File: config.mk
export PLATFORM = sky130hd
export DESIGN_NAME = serial_bridge_flat
export DESIGN_NICKNAME = d
export VERILOG_FILES = /design/src/rtl/serial_bridge_if.sv /design/src/rtl/serial_bridge.sv /design/src/flat_wrapper.sv
export SDC_FILE = /design/constraint.sdc
export NUM_CORES = 1
export LEC_CHECK = 0
export BUFFER_PORTS_ARGS = -buffer_cell sky130_fd_sc_hd__buf_4
export CAP_MARGIN = 20
export CORE_ASPECT_RATIO = 1.1
export CORE_MARGIN = 1
export CORE_UTILIZATION = 35
export CTS_CLUSTER_SIZE = 30
export DETAILED_ROUTE_END_ITERATION = 8
export PLACE_DENSITY = 0.55
export SLEW_MARGIN = 20
export SYNTH_ARGS = -nofsm -noshare
export SYNTH_HDL_FRONTEND = slang
export SYNTH_SLANG_ARGS = --single-unit
File: constraint.sdc
create_clock -name clock -period 3.6 [get_ports clock]
set_input_delay 1.08 -clock clock [delete_from_list [all_inputs] [get_ports clock]]
set_output_delay 1.08 -clock clock [all_outputs]
set_load 0.05 [all_outputs]
File: src/rtl/serial_bridge_if.sv
// ---------------------------------------------------------------
// serial_bridge_if : CPU serial port and UART byte/line signals
// Rev 1.0
// ---------------------------------------------------------------
`default_nettype none

interface serial_bridge_if;
  logic [7:0] rx_byte_in;
  logic       rx_strobe_in;
  logic [7:0] serial_data_out;
  logic       serial_valid_out;
  logic       serial_rden_in;
  logic [7:0] serial_data_in;
  logic       serial_wren_in;
  logic       serial_ready_out;
  logic       tx_out;
  logic       tx_busy_out;
  logic       rx_overflow_out;

  modport master (
    output rx_byte_in, rx_strobe_in, serial_rden_in, serial_data_in, serial_wren_in,
    input  serial_data_out, serial_valid_out, serial_ready_out, tx_out, tx_busy_out,
           rx_overflow_out
  );

  modport slave (
    input  rx_byte_in, rx_strobe_in, serial_rden_in, serial_data_in, serial_wren_in,
    output serial_data_out, serial_valid_out, serial_ready_out, tx_out, tx_busy_out,
           rx_overflow_out
  );
endinterface

`default_nettype wire

File: src/rtl/serial_bridge.sv
// ---------------------------------------------------------------
// serial_bridge : RX/TX byte FIFOs plus UART 8N1 transmit serializer
// Rev 1.0
// ---------------------------------------------------------------
`default_nettype none

module serial_bridge #(
  parameter int CLKS_PER_BIT = 434,
  parameter int RX_AW        = 4,
  parameter int TX_AW        = 4
) (
  input  logic            clock,
  input  logic            reset,
  serial_bridge_if.slave  bus
);
  localparam int RX_DEPTH = 1 << RX_AW;
  localparam int TX_DEPTH = 1 << TX_AW;
  localparam int CW       = (CLKS_PER_BIT > 1) ? $clog2(CLKS_PER_BIT) : 1;
  localparam logic [CW-1:0]  BIT_LAST    = CW'(CLKS_PER_BIT - 1);
  localparam logic [RX_AW:0] RX_FULL_CNT = (RX_AW+1)'(RX_DEPTH);
  localparam logic [TX_AW:0] TX_FULL_CNT = (TX_AW+1)'(TX_DEPTH);

  // ---------------- RX FIFO (first-word fall-through) ----------------
  logic [7:0]       rx_mem [RX_DEPTH];
  logic [RX_AW-1:0] rx_wr_ptr, rx_rd_ptr;
  logic [RX_AW:0]   rx_count;
  logic             rx_overflow;
  logic             rx_empty, rx_full, rx_pop, rx_push, rx_drop;

  assign rx_empty = (rx_count == '0);
  assign rx_full  = (rx_count == RX_FULL_CNT);
  assign rx_pop   = bus.serial_rden_in && !rx_empty;
  // A pop in the same cycle frees the slot the incoming byte needs.
  assign rx_push  = bus.rx_strobe_in && (!rx_full || rx_pop);
  assign rx_drop  = bus.rx_strobe_in && rx_full && !rx_pop;

  always_ff @(posedge clock) begin
    if (reset) begin
      rx_wr_ptr   <= '0;
      rx_rd_ptr   <= '0;
      rx_count    <= '0;
      rx_overflow <= 1'b0;
    end else begin
      if (rx_push) rx_wr_ptr <= rx_wr_ptr + RX_AW'(1);
      if (rx_pop)  rx_rd_ptr <= rx_rd_ptr + RX_AW'(1);
      case ({rx_push, rx_pop})
        2'b10:   rx_count <= rx_count + (RX_AW+1)'(1);
        2'b01:   rx_count <= rx_count - (RX_AW+1)'(1);
        default: rx_count <= rx_count;
      endcase
      if (rx_drop) rx_overflow <= 1'b1;
    end
  end

  always_ff @(posedge clock) begin
    if (rx_push) rx_mem[rx_wr_ptr] <= bus.rx_byte_in;
  end

  assign bus.serial_data_out  = rx_empty ? 8'h00 : rx_mem[rx_rd_ptr];
  assign bus.serial_valid_out = !rx_empty;
  assign bus.rx_overflow_out  = rx_overflow;

  // ---------------- TX FIFO ----------------
  logic [7:0]       tx_mem [TX_DEPTH];
  logic [TX_AW-1:0] tx_wr_ptr, tx_rd_ptr;
  logic [TX_AW:0]   tx_count;
  logic             tx_empty, tx_full, tx_push, tx_pop;

  assign tx_empty = (tx_count == '0);
  assign tx_full  = (tx_count == TX_FULL_CNT);
  assign tx_push  = bus.serial_wren_in && !tx_full;

  always_ff @(posedge clock) begin
    if (reset) begin
      tx_wr_ptr <= '0;
      tx_rd_ptr <= '0;
      tx_count  <= '0;
    end else begin
      if (tx_push) tx_wr_ptr <= tx_wr_ptr + TX_AW'(1);
      if (tx_pop)  tx_rd_ptr <= tx_rd_ptr + TX_AW'(1);
      case ({tx_push, tx_pop})
        2'b10:   tx_count <= tx_count + (TX_AW+1)'(1);
        2'b01:   tx_count <= tx_count - (TX_AW+1)'(1);
        default: tx_count <= tx_count;
      endcase
    end
  end

  always_ff @(posedge clock) begin
    if (tx_push) tx_mem[tx_wr_ptr] <= bus.serial_data_in;
  end

  // ---------------- 8N1 serializer ----------------
  typedef enum logic [1:0] {IDLE = 2'd0, START = 2'd1, DATA = 2'd2, STOP = 2'd3} state_t;

  state_t        state, state_next;
  logic [CW-1:0] bit_cnt, bit_cnt_next;
  logic [2:0]    bit_idx, bit_idx_next;
  logic [7:0]    shift, shift_next;
  logic          tx_reg, tx_next;
  logic          bit_done;

  assign bit_done = (bit_cnt == BIT_LAST);

  always_comb begin
    state_next   = state;
    bit_cnt_next = bit_done ? '0 : bit_cnt + CW'(1);
    bit_idx_next = bit_idx;
    shift_next   = shift;
    tx_next      = tx_reg;
    tx_pop       = 1'b0;
    case (state)
      IDLE: begin
        bit_cnt_next = '0;
        tx_next      = 1'b1;
        if (!tx_empty) begin
          tx_pop     = 1'b1;
          shift_next = tx_mem[tx_rd_ptr];
          state_next = START;
          tx_next    = 1'b0;
        end
      end
      START: begin
        tx_next = 1'b0;
        if (bit_done) begin
          state_next   = DATA;
          bit_idx_next = 3'd0;
          tx_next      = shift[0];
        end
      end
      DATA: begin
        if (bit_done) begin
          if (bit_idx == 3'd7) begin
            state_next = STOP;
            tx_next    = 1'b1;
          end else begin
            bit_idx_next = bit_idx + 3'd1;
            shift_next   = {1'b0, shift[7:1]};
            tx_next      = shift[1];
          end
        end
      end
      STOP: begin
        tx_next = 1'b1;
        if (bit_done) state_next = IDLE;
      end
      default: begin
        state_next = IDLE;
        tx_next    = 1'b1;
      end
    endcase
  end

  always_ff @(posedge clock) begin
    if (reset) begin
      state   <= IDLE;
      bit_cnt <= '0;
      bit_idx <= 3'd0;
      shift   <= 8'h00;
      tx_reg  <= 1'b1;
    end else begin
      state   <= state_next;
      bit_cnt <= bit_cnt_next;
      bit_idx <= bit_idx_next;
      shift   <= shift_next;
      tx_reg  <= tx_next;
    end
  end

  assign bus.tx_out           = tx_reg;
  assign bus.tx_busy_out      = (state != IDLE) || !tx_empty;
  assign bus.serial_ready_out = !tx_full;

endmodule

`default_nettype wire

File: src/flat_wrapper.sv
// flat-port wrapper written by rule: the top's interface ports become plain ports
module serial_bridge_flat 
#(
  parameter int CLKS_PER_BIT = 434,
  parameter int RX_AW        = 4,
  parameter int TX_AW        = 4
)
  (clock, reset, bus_rx_byte_in, bus_rx_strobe_in, bus_serial_rden_in, bus_serial_data_in, bus_serial_wren_in, bus_serial_data_out, bus_serial_valid_out, bus_serial_ready_out, bus_tx_out, bus_tx_busy_out, bus_rx_overflow_out);
  serial_bridge_if bus_i ();
  input  logic clock;
  input  logic reset;
  input wire logic [$bits(bus_i.rx_byte_in)-1:0] bus_rx_byte_in;
  input wire logic [$bits(bus_i.rx_strobe_in)-1:0] bus_rx_strobe_in;
  input wire logic [$bits(bus_i.serial_rden_in)-1:0] bus_serial_rden_in;
  input wire logic [$bits(bus_i.serial_data_in)-1:0] bus_serial_data_in;
  input wire logic [$bits(bus_i.serial_wren_in)-1:0] bus_serial_wren_in;
  output wire logic [$bits(bus_i.serial_data_out)-1:0] bus_serial_data_out;
  output wire logic [$bits(bus_i.serial_valid_out)-1:0] bus_serial_valid_out;
  output wire logic [$bits(bus_i.serial_ready_out)-1:0] bus_serial_ready_out;
  output wire logic [$bits(bus_i.tx_out)-1:0] bus_tx_out;
  output wire logic [$bits(bus_i.tx_busy_out)-1:0] bus_tx_busy_out;
  output wire logic [$bits(bus_i.rx_overflow_out)-1:0] bus_rx_overflow_out;
  assign bus_i.rx_byte_in = bus_rx_byte_in;
  assign bus_i.rx_strobe_in = bus_rx_strobe_in;
  assign bus_i.serial_rden_in = bus_serial_rden_in;
  assign bus_i.serial_data_in = bus_serial_data_in;
  assign bus_i.serial_wren_in = bus_serial_wren_in;
  assign bus_serial_data_out = bus_i.serial_data_out;
  assign bus_serial_valid_out = bus_i.serial_valid_out;
  assign bus_serial_ready_out = bus_i.serial_ready_out;
  assign bus_tx_out = bus_i.tx_out;
  assign bus_tx_busy_out = bus_i.tx_busy_out;
  assign bus_rx_overflow_out = bus_i.rx_overflow_out;
  serial_bridge #(.CLKS_PER_BIT(CLKS_PER_BIT), .RX_AW(RX_AW), .TX_AW(TX_AW)) u_core (.clock(clock), .reset(reset), .bus(bus_i));
endmodule
==> run_results.csv <==
group,metric,value,unit
outcome,status,"complete, no violations",
layout,final_nets,859,
power_and_ir_drop,powerDensity,697.2,nW/um2
yosys,yosysSeqAreaShare,0.7008,
min_path,hold_depth,1,
power_and_ir_drop,vdd_drop_max,0.0003646,V
global_routing,grt_util_all_layers,0.1356,
die,fp.dieH,201.2,um
worst_setup_path,cp-start-kind,"register",
power_and_ir_drop,power,10.29,mW
worst_setup_path,criticalPathCategory,"reg -> out",
placed_design,placed_cell_area,13660,um2
timing,tightest_slew,0.6065,ns
die,initial_core_util,0.3575,
clock_tree,cts_buffer_depth,3,
route,wl_per_cell,18.28,um
die,core-area,35310,um2
die,fp-row-count,72,
worst_setup_path,critPathBufInv,2,
clock_tree,cts_made_buffers,35,
worst_setup_path,r2r_setup_slack,0.78,ns
route,drt-total-wl,24.04,mm
timing,maxSlewViolCount,0,
placed_design,hpwl,16.05,mm
yosys,async_reset_ff_frac,0,
yosys,yosysWarningCount,0,
yosys,synth_edf_count,256,
run,cap_violations,0,
yosys,syn_avg_cell_area,17.15,um2
worst_setup_path,crit_chain,"buf_4, mux4_2, mux4_2, and2_1, buf_4",
layout,fillers,3207,
timing,post-route-period-util,0.9734,
timing,fin_ws,0.09564,ns
timing,relSlewSlack,0.5951,
clock_tree,cts.sinks,314,
worst_setup_path,cp_max_fo,5,
die,die_w,183.1,um
worst_setup_path,cp_slowest_stage_delay,0.53,ns
worst_setup_path,rr_startpoint,"u_core.tx_count[0]",
worst_setup_path,setup.worst_path.end_class,"primary output",
timing,rsz0062_at_grt,"false",
timing,max_freq,285.4,MHz
placed_design,gp_congestion,0.7174,
yosys,synth_seq_cells,314,
worst_setup_path,r2r_end,"u_core.tx_count[4]",
worst_setup_path,reg2reg_depth,9,
clock_tree,cts_root_buf,"clkbuf_16",
yosys,syn_nets,784,
clock_tree,postCtsHoldBufs,0,
worst_setup_path,arrival,2.42,ns
timing,skew,0.01525,ns
layout,final_common_cell,"edfxtp_1",
global_routing,grt_overflow,0,
die,dieArea,36840,um2
clock_tree,clk_pin_slew,0.06,ns
timing,whs,0.4778,ns
worst_setup_path,required,2.52,ns
route,drtIter0Drc,304,
placed_design,io_buffers,33,
clock_tree,cts_tree,"done",
global_routing,grt_pass1_vias,6673,
timing,finalSetupTns,0,ns
min_path,min_from,"u_core.bit_cnt[0]",
timing,final.min_clock_period,3.504,ns
placed_design,post-place-ws,0.3838,ns
min_path,holdPathEnd,"u_core.bit_cnt[0]",
clock_tree,clk_latency,0.51,ns
route,vias_per_cell,4.906,
power_and_ir_drop,leakage,4.910,nW
die,io_pins,34,
layout,final_area,14760,um2
global_routing,grt_pass1_wl,38.47,mm
worst_setup_path,crit_path_top_delay_cell,"mux4_2",
clock_tree,htreeDepth,2,
yosys,synth_top_flop_cell,"edfxtp_1",
yosys,netlist_area,12630,um2
min_path,hold_path.class,"reg -> reg",
route,drtAntennaViolNets,0,
route,drc_errors,0,
yosys,synth.distinct_cells,53,
timing,finalHoldViolations,0,
global_routing,antenna_found_initial,0,
route,route.vias.total,6451,
global_routing,grt_max_degree,40,
timing,setup_violations,0,
worst_setup_path,cpLargestDelayFamily,"multiplexers",
layout,drive_gt1_frac,0.2398,
route,drtPass1Iterations,5,
layout,diodes,0,
layout,layout_common_cells,"256 x edfxtp_1, 73 x nor2_1, 71 x buf_4",
yosys,synthesis.instances,736,
layout,area_growth,16.93,%
## layer usage
| layer | share of wire | wire length [um] | GRT usage | up-vias |
|---|---|---|---|---|
| met5 | 0 | 0 | 0 | - |
| met4 | 0.020 | 479 | 0.03988 | 0 |
| met3 | 0.038 | 902 | 0.02733 | 34 |
| met2 | 0.50 | 12000 | 0.2303 | 118 |
| met1 | 0.44 | 10660 | 0.1746 | 3277 |
| li1 | - | - | - | 3022 |
## state kept, by name, indices dropped and copies added, names as in the netlist, named ones only
signal                      flops
u_core.bus.tx_out               1
u_core.state                    2
u_core.tx_count                 5
u_core.bit_cnt                  9
u_core.bit_idx                  3
u_core.rx_count                 5
u_core.bus.rx_overflow_out      1
u_core.rx_rd_ptr                4
u_core.tx_mem                 128
u_core.rx_wr_ptr                4
u_core.rx_mem                 128
u_core.shift                    8
u_core.tx_wr_ptr                4
u_core.tx_rd_ptr                4
## worst max-delay path by stage
| stage | slack [ns] | endpoint | cells past startpoint | start |
|---|---|---|---|---|
| after global routing | 0.006 | bus_serial_data_out[2] | 5 | register |
| after global placement | 0.43 | u_core.tx_count[4] | 10 | bus_serial_wren_in |
| final | 0.1 | bus_serial_data_out[1] | 5 | register |
| after floorplan | 0.36 | u_core.rx_count[4] | 12 | bus_serial_rden_in |
| after detailed placement | 0.38 | u_core.rx_count[4] | 12 | bus_serial_rden_in |
| after CTS | 0.05 | bus_serial_data_out[1] | 5 | register |
## through the flow
step,std cells,utilization
final,1315,0.4180
after global routing,1315,0.4180
after CTS,1315,0.4179
after detailed placement,1254,0.3868
after global placement,1254,0.3868
after floorplan,736,-
## synth_stat cells (2+ instances only)
cell | number | area share
edfxtp_1 | 256 | 0.61
nor2_1 | 73 | 0.022
mux4_2 | 70 | 0.12
dfxtp_1 | 58 | 0.092
a21oi_1 | 31 | 0.012
ha_1 | 26 | 0.026
nand2_1 | 21 | 0.0062
clkbuf_1 | 19 | 0.0056
inv_1 | 17 | 0.0051
mux2i_1 | 17 | 0.013
xor2_1 | 16 | 0.011
a22oi_1 | 13 | 0.0077
and2_1 | 11 | 0.0055
o21ai_0 | 11 | 0.0044
xnor2_1 | 11 | 0.0076
nor3_1 | 10 | 0.0040
buf_1 | 9 | 0.0027
nand2b_1 | 5 | 0.0025
nand4_1 | 5 | 0.0025
nor2b_1 | 5 | 0.0025
a211oi_1 | 3 | 0.0018
a21o_1 | 3 | 0.0018
a31oi_1 | 3 | 0.0015
buf_2 | 3 | 0.0012
buf_4 | 3 | 0.0018
buf_6 | 3 | 0.0027
nand3_1 | 3 | 0.0012
or3_1 | 3 | 0.0015
a21boi_1 | 2 | 0.0012
a32o_1 | 2 | 0.0016
o22ai_1 | 2 | 0.00099
## worst register-to-register path: cells and delay by family, from the launching register on
family                   cells  cell delay [ns]
flip-flops                   1             0.36
adder cells (fa/ha/maj)      2             0.76
AO/OA/AOI/OAI                4             0.75
AND/OR/NAND/NOR              2             0.79
XOR/XNOR                     1             0.09
## final cells by class
type                    count  area (um2)  area share
flip-flops and latches    314        8853      0.5997
multi-input cells         368        3543      0.2400
clock buffers              48       985.9     0.06679
repair buffers             75       613.1     0.04153
well taps                 481       601.8     0.04077
clock inverters            12       101.3    0.006865
inverters                  17       63.81    0.004322
## timing repair
| action | 4_1_cts | 5_1_grt |
|---|---|---|
| endpoints found under the hold margin | 0 | 0 |
| endpoints found under the setup margin | 8 | 8 |
| resized for setup | 1 | 1 |
| buffers inserted | 1 | 0 |
## logic make-up (layout without fill, tap and decap cells)
kind of cell	after synthesis	in the layout	synth area share
XOR/XNOR	27	27	0.01873
adder cells (fa/ha/maj)	27	27	0.02735
multiplexers	87	87	0.1383
AND/OR/NAND/NOR	145	145	0.05351
buffers and inverters	54	152	0.01903
flip-flops	314	314	0.7008
AO/OA/AOI/OAI	82	82	0.04222
## report_power, final
part           switching, mW  internal (mW)
Sequential             0.182           4.14
Clock                   1.36           1.99
Combinational           1.46           1.15
No activity file was read; power rests on OpenSTA's default activity.
